## src/rtl/div_unit.sv

```systemverilog
// Iterative radix-2 restoring divider for RV32M DIV/DIVU/REM/REMU.
// Produces one quotient bit per cycle; divide-by-zero and signed overflow finish without iterating.
module div_unit #(
    parameter int unsigned WIDTH = 32
) (
    input  logic             clk,
    input  logic             nrst,
    input  logic             i_start,
    input  logic [1:0]       i_op,
    input  logic [WIDTH-1:0] i_opa,
    input  logic [WIDTH-1:0] i_opb,
    input  logic             i_flush,
    output logic             o_busy,
    output logic             o_done,
    output logic [WIDTH-1:0] o_result
);

    localparam int unsigned CW = $clog2(WIDTH);
    localparam logic [WIDTH-1:0] MIN_NEG = {1'b1, {(WIDTH-1){1'b0}}};

    typedef enum logic [1:0] {IDLE, CALC, DONE} state_t;

    state_t          r_state;
    state_t          w_next;
    logic            r_sel_rem;
    logic            r_neg_q;
    logic            r_neg_r;
    logic [WIDTH-1:0] r_div;
    logic [WIDTH-1:0] r_rem;
    logic [WIDTH-1:0] r_quo;
    logic [CW-1:0]    r_cnt;
    logic [WIDTH-1:0] r_result;

    logic             w_accept;
    logic             w_signed;
    logic             w_div_zero;
    logic             w_ovf;
    logic             w_special;
    logic [WIDTH-1:0] w_special_res;
    logic [WIDTH-1:0] w_a_mag;
    logic [WIDTH-1:0] w_b_mag;
    logic             w_last;
    logic [WIDTH:0]   w_shift;
    logic             w_ge;
    logic [WIDTH-1:0] w_sub;
    logic [WIDTH-1:0] w_rem_nx;
    logic [WIDTH-1:0] w_quo_nx;
    logic [WIDTH-1:0] w_rem_fin;
    logic [WIDTH-1:0] w_quo_fin;
    logic [WIDTH-1:0] w_calc_res;

    // Flush wins over start; start is only honoured outside CALC.
    assign w_accept   = (r_state != CALC) && i_start && !i_flush;
    assign w_signed   = ~i_op[0];
    assign w_div_zero = (i_opb == '0);
    assign w_ovf      = w_signed && (i_opa == MIN_NEG) && (i_opb == '1);
    assign w_special  = w_div_zero || w_ovf;

    always_comb begin
        w_special_res = '0;
        if (w_div_zero) begin
            w_special_res = i_op[1] ? i_opa : '1;
        end else begin
            w_special_res = i_op[1] ? '0 : MIN_NEG;
        end
    end

    assign w_a_mag = (w_signed && i_opa[WIDTH-1]) ? -i_opa : i_opa;
    assign w_b_mag = (w_signed && i_opb[WIDTH-1]) ? -i_opb : i_opb;

    // Shifted partial remainder needs one extra bit when the divisor magnitude uses the MSB.
    assign w_shift    = {r_rem, r_quo[WIDTH-1]};
    assign w_ge       = (w_shift >= {1'b0, r_div});
    assign w_sub      = w_shift[WIDTH-1:0] - r_div;
    assign w_rem_nx   = w_ge ? w_sub : w_shift[WIDTH-1:0];
    assign w_quo_nx   = {r_quo[WIDTH-2:0], w_ge};
    assign w_rem_fin  = r_neg_r ? -w_rem_nx : w_rem_nx;
    assign w_quo_fin  = r_neg_q ? -w_quo_nx : w_quo_nx;
    assign w_calc_res = r_sel_rem ? w_rem_fin : w_quo_fin;
    assign w_last     = (r_cnt == CW'(WIDTH - 1));

    always_ff @(posedge clk or negedge nrst) begin
        if (!nrst) begin
            r_state <= IDLE;
        end else begin
            r_state <= w_next;
        end
    end

    always_comb begin
        w_next = r_state;
        unique case (r_state)
            IDLE, DONE: begin
                if (w_accept) begin
                    w_next = w_special ? DONE : CALC;
                end else begin
                    w_next = IDLE;
                end
            end
            CALC: begin
                if (i_flush) begin
                    w_next = IDLE;
                end else if (w_last) begin
                    w_next = DONE;
                end
            end
            default: w_next = IDLE;
        endcase
    end

    always_ff @(posedge clk or negedge nrst) begin
        if (!nrst) begin
            r_sel_rem <= 1'b0;
            r_neg_q   <= 1'b0;
            r_neg_r   <= 1'b0;
            r_div     <= '0;
            r_rem     <= '0;
            r_quo     <= '0;
            r_cnt     <= '0;
            r_result  <= '0;
        end else if (w_accept) begin
            r_sel_rem <= i_op[1];
            r_neg_q   <= w_signed && (i_opa[WIDTH-1] ^ i_opb[WIDTH-1]);
            r_neg_r   <= w_signed && i_opa[WIDTH-1];
            r_div     <= w_b_mag;
            r_rem     <= '0;
            r_quo     <= w_a_mag;
            r_cnt     <= '0;
            if (w_special) begin
                r_result <= w_special_res;
            end
        end else if ((r_state == CALC) && !i_flush) begin
            r_rem <= w_rem_nx;
            r_quo <= w_quo_nx;
            r_cnt <= r_cnt + CW'(1);
            if (w_last) begin
                r_result <= w_calc_res;
            end
        end
    end

    assign o_busy   = (r_state == CALC);
    assign o_done   = (r_state == DONE);
    assign o_result = r_result;

endmodule

```

## config.mk

```make
export PLATFORM = sky130hd
export DESIGN_NAME = div_unit
export DESIGN_NICKNAME = d
export VERILOG_FILES = /design/src/rtl/div_unit.sv
export SDC_FILE = /design/constraint.sdc
export NUM_CORES = 1
export LEC_CHECK = 0
export ABC_AREA = 1
export CAP_MARGIN = 15
export CORE_MARGIN = 5
export CORE_UTILIZATION = 45
export DETAILED_ROUTE_END_ITERATION = 12
export SLEW_MARGIN = 20
export SYNTH_ARGS = -nofsm -noshare
export SYNTH_HDL_FRONTEND = slang
export SYNTH_SLANG_ARGS = --single-unit
```

## constraint.sdc

```tcl
create_clock -name clk -period 4.2 [get_ports clk]
set_input_delay 0.63 -clock clk [delete_from_list [all_inputs] [get_ports clk]]
set_output_delay 0.63 -clock clk [all_outputs]
set_load 0.01 [all_outputs]
```

==> flow_metrics.env <==
export IMPL_n_antenna_cell=0
export IMPL_place_gp_congestion=0.929
export IMPL_cpLargestDelayFamily="simple AND/OR/NAND/NOR gates"
export IMPL_reg2reg_from="r_rem[11]"
export IMPL_postCtsSetupBuffers=0
export IMPL_final_nets=2185
export IMPL_ys_types=63
export IMPL_crit_path_end="o_result[30]"
export IMPL_synth_largest_area_cell="dfrtp_1"
export IMPL_drc_errors=0
export IMPL_slew_headroom=0.390
export IMPL_crit_chain="ha_1 > nand2_1 > inv_1 > a21oi_1 > nor2_1 > nor2_1 > nand2_2 > nand2_4 > nand2_4 > inv_2 > ha_1 > nand4_1 > nor3_2 > nand2_1 > nand2_1 > o21ai_0 > a21oi_2 > o21ai_0 > a21oi_1 > xor2_1 > o21ai_0 > nand2_1 > nand2_1 > nand2_1"
export IMPL_start_kind="flop"
export IMPL_critPathMaxFanout=5
export IMPL_ir_worst_vdd_mv=0.463
export IMPL_yosys_top_cells_area="dfrtp_1 (28%), nand2_1 (17%), inv_1 (8.2%)"
export IMPL_async_flop_share=1.00
export IMPL_max_stage_delay_ns=0.41
export IMPL_vias=13400
export IMPL_drt_iter0_markers=1330
export IMPL_hold_buffers=0
export IMPL_rsz0062_at_grt="true"
export IMPL_slowest_stage="dfrtp_1"
export IMPL_worstSetupPathType="reg -> reg"
export IMPL_setup_worst_path_start="r_rem[11]"
export IMPL_seq_area_um2=3450
export IMPL_ant_nets=0
export IMPL_grt_pass1_vias=12600
export IMPL_multi_input_area_um2=7690
export IMPL_clkSinkCount=138
export IMPL_numCtsBuffers=17
export IMPL_power_density_nw_per_um2=818
export IMPL_avgSynthCellArea_um2=6.30
export IMPL_synth_top_area_share=0.275
export IMPL_std_cell_rows=61
export IMPL_yosysWarningCount=0
export IMPL_fmax_ghz=0.262
export IMPL_setup_viol=0
export IMPL_tns_ns=0
export IMPL_reg2reg_slack_ns=0.38
export IMPL_placed_cell_area_um2=13900
export IMPL_grt_max_degree=89
export IMPL_min_path_type="in -> async"
export IMPL_syn_instance_count=1991
export IMPL_cp_data_arrival_time_ns=4.14
export IMPL_dp_hpwl_mm=35.0
export IMPL_ios=104
export IMPL_cap_viol_max_count=0
export IMPL_htree_levels=4
export IMPL_fp_coreArea_um2=27600
export IMPL_io_buffers=103
export IMPL_end_kind="flop"
export IMPL_r2r_end="o_result[30]"
export IMPL_die_y_um=177
export IMPL_antenna_found_initial=4
export IMPL_outcome="complete, no violations"
export IMPL_grt_usage=0.282
export IMPL_syn_area_um2=12500
export IMPL_cts_resized=0
export IMPL_fin_util=0.527
export IMPL_leakage_uw=0.00736
export IMPL_die_area_um2=31300
export IMPL_wirelength_mm=44.3
export IMPL_clkTransAtPathRegs_ns=0.06
export IMPL_r2r_cells=24
export IMPL_crit_buf_inv=2
export IMPL_final_common_cell="nand2_1"
export IMPL_overflow=0
export IMPL_area_growth_pct=16.1
export IMPL_nFillCells=2904
export IMPL_layout_common_cells="nand2_1 (570), inv_1 (274), o21ai_0 (191)"
export IMPL_clk_path_buf_depth=2
export IMPL_final_area_um2=14600
export IMPL_min_period_over_period=0.910
export IMPL_die_w_um=177
export IMPL_skew_ns=0.0112
export IMPL_wl_per_cell_um=18.0
export IMPL_cts_tree="built"
export IMPL_hold_ws_ns=0.254
export IMPL_synth_fp_nets=2101
export IMPL_cts_root_buf="clkbuf_16"
export IMPL_min_period_ns=3.82
export IMPL_worst_path_stages=24
export IMPL_hold_viol_final=0
export IMPL_cp_required_ns=4.52
export IMPL_synth_edff_count=0
export IMPL_drv_slew=0
export IMPL_ys_seq_area_frac=0.275
export IMPL_cpMostUsedCell="nand2_1"
export IMPL_drive_gt1_frac=0.0786
export IMPL_ys_seq_elements=138
export IMPL_first_pass_iters=6
export IMPL_initial_utilization=0.454
export IMPL_clock_latency_ns=0.44
export IMPL_synth_top_flop_cell="dfrtp_1"
export IMPL_worst_pin_slew_ns=0.915
export IMPL_grt_first_pass_wirelength_mm=69.2
export IMPL_viasPerCell=5.42
## logic make-up after synthesis
| logic type | share of synthesized area |
|---|---|
| DFF | 0.275 |
| and+or+nand+nor | 0.365 |
| xor gates and xnor gates | 0.0531 |
| adders and majority gates | 0.0405 |
| AOI/OAI and AO/OA | 0.152 |
| buffers and inverters | 0.114 |
## synthesized netlist by cell type, drive strengths merged (2+ instances only)
master	instances
a21boi	2
a21oi	74
a22o	2
a31oi	11
a32o	3
and2	2
and3	2
buf	17
clkbuf	45
dfrtp	138
ha	39
inv	291
nand2	605
nand3	135
nand3b	5
nand4	38
nor2	192
nor3	39
nor4	10
o211ai	4
o21a	2
o21ai	211
o21bai	3
o221ai	5
o22ai	20
o31ai	4
or2	4
xnor2	11
xor2	65
## stage by stage
stage / cells / setup WS (ns) / power, uW
after detailed placement: 2434 / -0.157 / 10200
final: 2464 / 0.377 / 11900
after CTS: 2464 / 0.166 / 11900
after floorplan: 1991 / 0.756 / 7930
after global placement: 2434 / -0.187 / 10200
after global routing: 2464 / -0.0373 / 13000
## power breakdown
group	internal, uW	switching (uW)
registers	1800	415
clock network	957	614
logic	2670	5470
## flip-flops by register name, summed over array words and instances, names as in the netlist
name       count
o_result      32
r_div         32
r_quo         32
r_rem         32
r_cnt          5
r_state        2
r_neg_q        1
r_neg_r        1
r_sel_rem      1
## worst register-to-register path, delay by kind of cell, from the launching register on
family | cells | cell delay, ns
simple gates | 13 | 1.40
flops | 1 | 0.41
buf+inv | 2 | 0.17
fa+ha+maj | 2 | 0.56
xor+xnor | 1 | 0.08
compound gates | 6 | 1.11
## worst min-delay path by stage
stage / endpoint / depth (start not counted) / from
2_1_floorplan: o_result[0] / 0 / nrst
3_3_place_gp: r_cnt[3] / 1 / r_cnt[3]
3_5_place_dp: o_result[28] / 2 / o_result[28]
4_1_cts: r_div[30] / 1 / nrst
5_1_grt: r_div[20] / 1 / nrst
6_report: r_div[20] / 1 / nrst
## layer usage
layer / part of all wire / GRT usage / vias up
met2: 0.44 / 0.440 / 489
met3: 0.084 / 0.0679 / 53
met4: 0.019 / 0.0587 / 2
met1: 0.45 / 0.401 / 6217
met5: 0.00016 / 0 / -
li1: - / - / 6597
## final cells by class
class / count / share of cell area
well taps: 378 / 0.0325
multi-input cells: 1497 / 0.528
inverters: 292 / 0.0752
clock inverters: 11 / 0.0101
repair buffers: 129 / 0.0860
flip-flops and latches: 138 / 0.237
clock buffers: 19 / 0.0311
Power figures use the tool's default switching activity.
